`src/rtl/pulse_capture_queue.sv`:
```
// Multi-channel pulse capture queue: synchronise, edge-detect, count, and replay each
// captured edge as a delayed fixed-width pulse. Optional macro: PULSE_CAPTURE_QUEUE_OVERFLOW_EN.
module pulse_capture_queue #(
    parameter int N_CH         = 4,
    parameter int CNT_W        = 8,
    parameter int SYNC_STAGES  = 2,
    parameter int DELAY_CYCLES = 100_000_000,
    parameter int ON_CYCLES    = 100_000_000
) (
    input  logic                  clk,
    input  logic                  rst,
    input  logic [N_CH-1:0]       sig_i,
    output logic [N_CH-1:0]       pulse_o,
    output logic [N_CH-1:0]       busy_o,
    output logic [N_CH*CNT_W-1:0] pending_o,
    output logic [N_CH-1:0]       overflow_o
);

    localparam int MAX_CYC = (DELAY_CYCLES > ON_CYCLES) ? DELAY_CYCLES : ON_CYCLES;
    localparam int TMR_W   = (MAX_CYC > 1) ? $clog2(MAX_CYC) : 1;
    localparam logic [TMR_W-1:0] DLY_LAST = TMR_W'(DELAY_CYCLES - 1);
    localparam logic [TMR_W-1:0] ON_LAST  = TMR_W'(ON_CYCLES - 1);
    localparam logic [CNT_W-1:0] CNT_MAX  = {CNT_W{1'b1}};
    localparam logic [CNT_W-1:0] CNT_ZERO = {CNT_W{1'b0}};

    typedef enum logic [1:0] {
        ST_IDLE  = 2'd0,
        ST_DELAY = 2'd1,
        ST_ON    = 2'd2
    } state_t;

    // Saturating up/down update; a capture at full scale with no consume is dropped.
    function automatic logic [CNT_W-1:0] pend_update(
        input logic [CNT_W-1:0] cur,
        input logic             cap,
        input logic             con
    );
        logic [CNT_W-1:0] res;
        if (cap && !con) begin
            if (cur == CNT_MAX) begin
                res = cur;
            end else begin
                res = cur + CNT_W'(1);
            end
        end else if (!cap && con) begin
            res = cur - CNT_W'(1);
        end else begin
            res = cur;
        end
        return res;
    endfunction

    for (genvar c = 0; c < N_CH; c++) begin : g_ch
        logic [SYNC_STAGES-1:0] sync_r;
        logic [SYNC_STAGES-1:0] vld_r;
        logic                   prev_r;
        logic                   cap_s;
        logic                   consume_s;
        logic [CNT_W-1:0]       pend_r;
        logic [CNT_W-1:0]       pend_next_s;
        state_t                 state_r;
        state_t                 state_next_s;
        logic [TMR_W-1:0]       timer_r;
        logic [TMR_W-1:0]       timer_next_s;
        logic                   pulse_r;
        logic                   pulse_next_s;
        logic                   busy_r;

        // Synchroniser plus a fill marker so reset zeros never count as a sampled low.
        always_ff @(posedge clk or posedge rst) begin
            if (rst) begin
                sync_r <= {SYNC_STAGES{1'b0}};
                vld_r  <= {SYNC_STAGES{1'b0}};
                prev_r <= 1'b1;
            end else begin
                sync_r <= {sync_r[SYNC_STAGES-2:0], sig_i[c]};
                vld_r  <= {vld_r[SYNC_STAGES-2:0], 1'b1};
                if (vld_r[SYNC_STAGES-1]) begin
                    prev_r <= sync_r[SYNC_STAGES-1];
                end else begin
                    prev_r <= prev_r;
                end
            end
        end

        assign cap_s       = vld_r[SYNC_STAGES-1] & sync_r[SYNC_STAGES-1] & ~prev_r;
        assign pend_next_s = pend_update(pend_r, cap_s, consume_s);

        // State, timer, pending and registered outputs.
        always_ff @(posedge clk or posedge rst) begin
            if (rst) begin
                state_r <= ST_IDLE;
                timer_r <= {TMR_W{1'b0}};
                pend_r  <= CNT_ZERO;
                pulse_r <= 1'b0;
                busy_r  <= 1'b0;
            end else begin
                state_r <= state_next_s;
                timer_r <= timer_next_s;
                pend_r  <= pend_next_s;
                pulse_r <= pulse_next_s;
                busy_r  <= (state_next_s != ST_IDLE);
            end
        end

        // Next-state decode; the ON exit looks at the post-update pending value.
        always_comb begin
            state_next_s = state_r;
            case (state_r)
                ST_IDLE: begin
                    if (pend_r != CNT_ZERO) begin
                        state_next_s = ST_DELAY;
                    end else begin
                        state_next_s = ST_IDLE;
                    end
                end
                ST_DELAY: begin
                    if (timer_r == DLY_LAST) begin
                        state_next_s = ST_ON;
                    end else begin
                        state_next_s = ST_DELAY;
                    end
                end
                ST_ON: begin
                    if (timer_r == ON_LAST) begin
                        if (pend_next_s != CNT_ZERO) begin
                            state_next_s = ST_DELAY;
                        end else begin
                            state_next_s = ST_IDLE;
                        end
                    end else begin
                        state_next_s = ST_ON;
                    end
                end
                default: begin
                    state_next_s = ST_IDLE;
                end
            endcase
        end

        // Timer, pulse level and consume strobe per state.
        always_comb begin
            timer_next_s = {TMR_W{1'b0}};
            pulse_next_s = 1'b0;
            consume_s    = 1'b0;
            case (state_r)
                ST_IDLE: begin
                    timer_next_s = {TMR_W{1'b0}};
                    pulse_next_s = 1'b0;
                end
                ST_DELAY: begin
                    if (timer_r == DLY_LAST) begin
                        timer_next_s = {TMR_W{1'b0}};
                        pulse_next_s = 1'b1;
                    end else begin
                        timer_next_s = timer_r + TMR_W'(1);
                        pulse_next_s = 1'b0;
                    end
                end
                ST_ON: begin
                    if (timer_r == ON_LAST) begin
                        timer_next_s = {TMR_W{1'b0}};
                        pulse_next_s = 1'b0;
                        consume_s    = 1'b1;
                    end else begin
                        timer_next_s = timer_r + TMR_W'(1);
                        pulse_next_s = 1'b1;
                    end
                end
                default: begin
                    timer_next_s = {TMR_W{1'b0}};
                    pulse_next_s = 1'b0;
                    consume_s    = 1'b0;
                end
            endcase
        end

        assign pulse_o[c]                   = pulse_r;
        assign busy_o[c]                    = busy_r;
        assign pending_o[c*CNT_W +: CNT_W]  = pend_r;

`ifdef PULSE_CAPTURE_QUEUE_OVERFLOW_EN
        logic drop_s;
        logic ovf_r;

        assign drop_s = cap_s & ~consume_s & (pend_r == CNT_MAX);

        // Sticky dropped-capture flag, cleared only by reset.
        always_ff @(posedge clk or posedge rst) begin
            if (rst) begin
                ovf_r <= 1'b0;
            end else if (drop_s) begin
                ovf_r <= 1'b1;
            end else begin
                ovf_r <= ovf_r;
            end
        end

        assign overflow_o[c] = ovf_r;
`else
        assign overflow_o[c] = 1'b0;
`endif
    end

endmodule

```
`config.mk`:
```
export PLATFORM = sky130hd
export DESIGN_NAME = pulse_capture_queue
export DESIGN_NICKNAME = d
export VERILOG_FILES = /design/src/rtl/pulse_capture_queue.sv
export SDC_FILE = /design/constraint.sdc
export NUM_CORES = 1
export LEC_CHECK = 0
export CORE_AREA = 2 2 153 155
export DETAILED_ROUTE_END_ITERATION = 6
export DIE_AREA = 0 0 155 157
export PLACE_DENSITY = 0.6
export SYNTH_ARGS = -nofsm -noshare
export SYNTH_HDL_FRONTEND = slang
export SYNTH_SLANG_ARGS = --single-unit
```
`constraint.sdc`:
```
create_clock -name clk -period 5.81 [get_ports clk]
set_input_delay 1.162 -clock clk [delete_from_list [all_inputs] [get_ports clk]]
set_output_delay 1.162 -clock clk [all_outputs]
set_load 0.05 [all_outputs]
```
==> out/qor.yml <==
status:
  status: "completed"
synthesis:
  synth_area_um2: 8880
  async_flop_share_pct: 100
  synth_cell_types: 74
  yosysSeqAreaShare_pct: 46.8
  synthAdderAreaFrac_pct: 4.08
  synth_compound_area_share_pct: 7.18
  synth_mux_area_share_pct: 1.18
  syn-mean-instance-area_um2: 9.54
  synthCells: 931
  synthFlopType: "dfrtp_1"
  synth_top_family_by_area: "simple AND/OR/NAND/NOR gates"
  ys_seq_elements: 166
  synth_edf_count: 0
  synthSimpleGateAreaFrac_pct: 26.6
  yosys_warnings: 0
  synth-xor-area-share_pct: 10.6
drt:
  drt_iter0_drc: 442
  route.detailed.drc: 0
  vias: 6670
  vias_per_cell: 5.27
  first_pass_iters: 5
  wl_um: 18000
  drt.antenna.violating_nets: 0
  wl_per_cell_um: 14.2
final_layout:
  final_common_cell: "dfrtp_1"
  n_fill_cell: 2107
  layout.nets: 1002
  drive_gt1_share_pct: 6.33
  final_cell_mix: "dfrtp_1 (162), nor2_1 (131), nand2_1 (72)"
  utilization_pct: 45.0
  n_antenna_cell: 0
  final_area_um2: 10100
  stdcell_count: 1265
  syn2layout_area_growth_pct: 14.0
clock_network:
  clkTransAtPathRegs_ns: 0.06
  ctsResizeCount: 0
  cts-hold-fix-buffers: 0
  cts_max_path_buffers: 2
  cts-root-buf: "clkbuf_16"
  cts_buffers: 17
  clock_sinks: 166
  post_cts_buffers: 0
  cts_max_level: 4
  clkLatencyLatePin_ns: 0.42
  cts_tree: "done"
power:
  ir_worst_vdd_uv: 248
  p_total_mw: 3.64
  power.density_nw_per_um2: 359
  leakage_nw: 4.52
floorplan:
  start_util_pct: 39.5
  core-area_um2: 22500
  io_pins: 50
  die_y_um: 157
  row_count: 55
  fp.dieArea_um2: 24300
  die_w_um: 155
grt:
  grt_max_degree: 101
  groute.usage.overall_pct: 15.6
  grt_pass1_wl_um: 31100
  overflow: 0
  antenna_found_initial: 0
  first_global_vias: 6336
sta:
  setup_viol: 0
  holdWs_ns: 0.352
  finClkSkew_ns: 0.00755
  max_freq_mhz: 283
  setup-tns-final_ns: 0
  maxSlewViolCount: 0
  rsz0062_at_grt: "false"
  setup_slack_ns: 2.27
  hold_violations: 0
  finalCritPeriodShare_pct: 60.9
  relSlewSlack_pct: 31.0
  worst_pin_slew_ns: 1.03
  period_needed_ns: 3.54
placed_design:
  dp_slack_ns: 2.25
  post-dp-hpwl_um: 12400
  port_buffers: 45
  placed_cells: 1233
  gp_congestion: 0.839
  postPlaceCellArea_um2: 9530
worst_setup_path:
  path_class: "register to register"
  critPathMaxFanout: 17
  cp.arrival_ns: 3.85
  required_ns: 6.12
  critPathCaptureType: "register"
  cp-start-kind: "register"
  ff2ff_setup_slack_ns: 2.27
worst_hold_path:
  min_path_type: "register to register"
job:
  maxCapViolations: 0
-- worst paths after layout --
| check | from | to | cells after the start |
|---|---|---|---|
| worst min-delay path | g_ch[3].sync_r[0] | g_ch[3].sync_r[1] | 0 |
| worst min register to register | g_ch[3].sync_r[0] | g_ch[3].sync_r[1] | 0 |
| max in group asynchronous | rst | g_ch[1].prev_r | 3 |
| min in group asynchronous | rst | g_ch[3].timer_r[2] | 2 |
| worst max register to register | g_ch[1].timer_r[11] | g_ch[1].busy_r | 9 |
| worst max-delay path | g_ch[1].timer_r[11] | g_ch[1].busy_r | 9 |
-- layout make-up --
type	instances	area [um^2]	share of cell area (%)
well taps	285	357	3.52
clock inverters	9	92.6	0.914
inverters	28	110	1.09
multi-input cells	707	4440	43.8
repair buffers	47	465	4.59
flip-flops and latches	166	4160	41.1
clock buffers	23	508	5.01
-- logic make-up (layout without fill, tap and decap cells) --
group,Yosys count,count (layout)
and+or+nand+nor,459,459
DFF,166,166
xor gates and xnor gates,108,108
AOI/OAI and AO/OA,96,96
buffers and inverters,61,107
adders and majority gates,29,29
muxes,10,10
other,2,5
-- state kept, by name, summed over array words and instances, names as in the netlist --
register      count
g_ch.state_r      4
g_ch.pend_r      32
g_ch.prev_r       4
g_ch.timer_r    108
g_ch.busy_r       4
g_ch.pulse_r      4
g_ch.sync_r       8
g_ch.vld_r        2
-- critical path, cell delays in order, from the launching register on --
cell and delay [ns]:
dfrtp_1 0.41, or4_1 0.50, nor4_1 0.32, nand4_1 0.54, or4_1 0.65, a21boi_0 0.22, o21ai_0 0.13, nor4_1 0.19
a221oi_1 0.13, or2_2 0.33
-- Yosys cell counts (23+ instances only) --
cell / instances / share of area [%]
and3_1: 52 / 3.7
dfrtp_1: 162 / 46
ha_1: 29 / 4.1
inv_1: 28 / 1.2
nand2_1: 72 / 3.0
nand3_1: 65 / 3.7
nor2_1: 131 / 5.5
nor3_1: 23 / 1.3
o21ai_0: 32 / 1.8
xnor2_1: 45 / 4.4
xor2_1: 63 / 6.2
-- routing by layer --
layer	share of wire [%]	track usage (%)	up-vias	routed length [um]
met3	3.0	3.30	16	543
met2	45	24.1	97	8080
met1	51	22.4	3240	9140
li1	-	-	3317	-
met4	1.1	3.97	0	193
met5	0	0	-	0
-- report_power, final --
part / internal (mW) / leakage (nW) / switching (mW)
combinational: 0.371 / 2.04 / 0.635
sequential: 1.31 / 2.20 / 0.200
clock: 0.661 / 0.288 / 0.465
total: 2.34 / 4.52 / 1.30
Note: power is estimated with default switching activity, not from simulation.
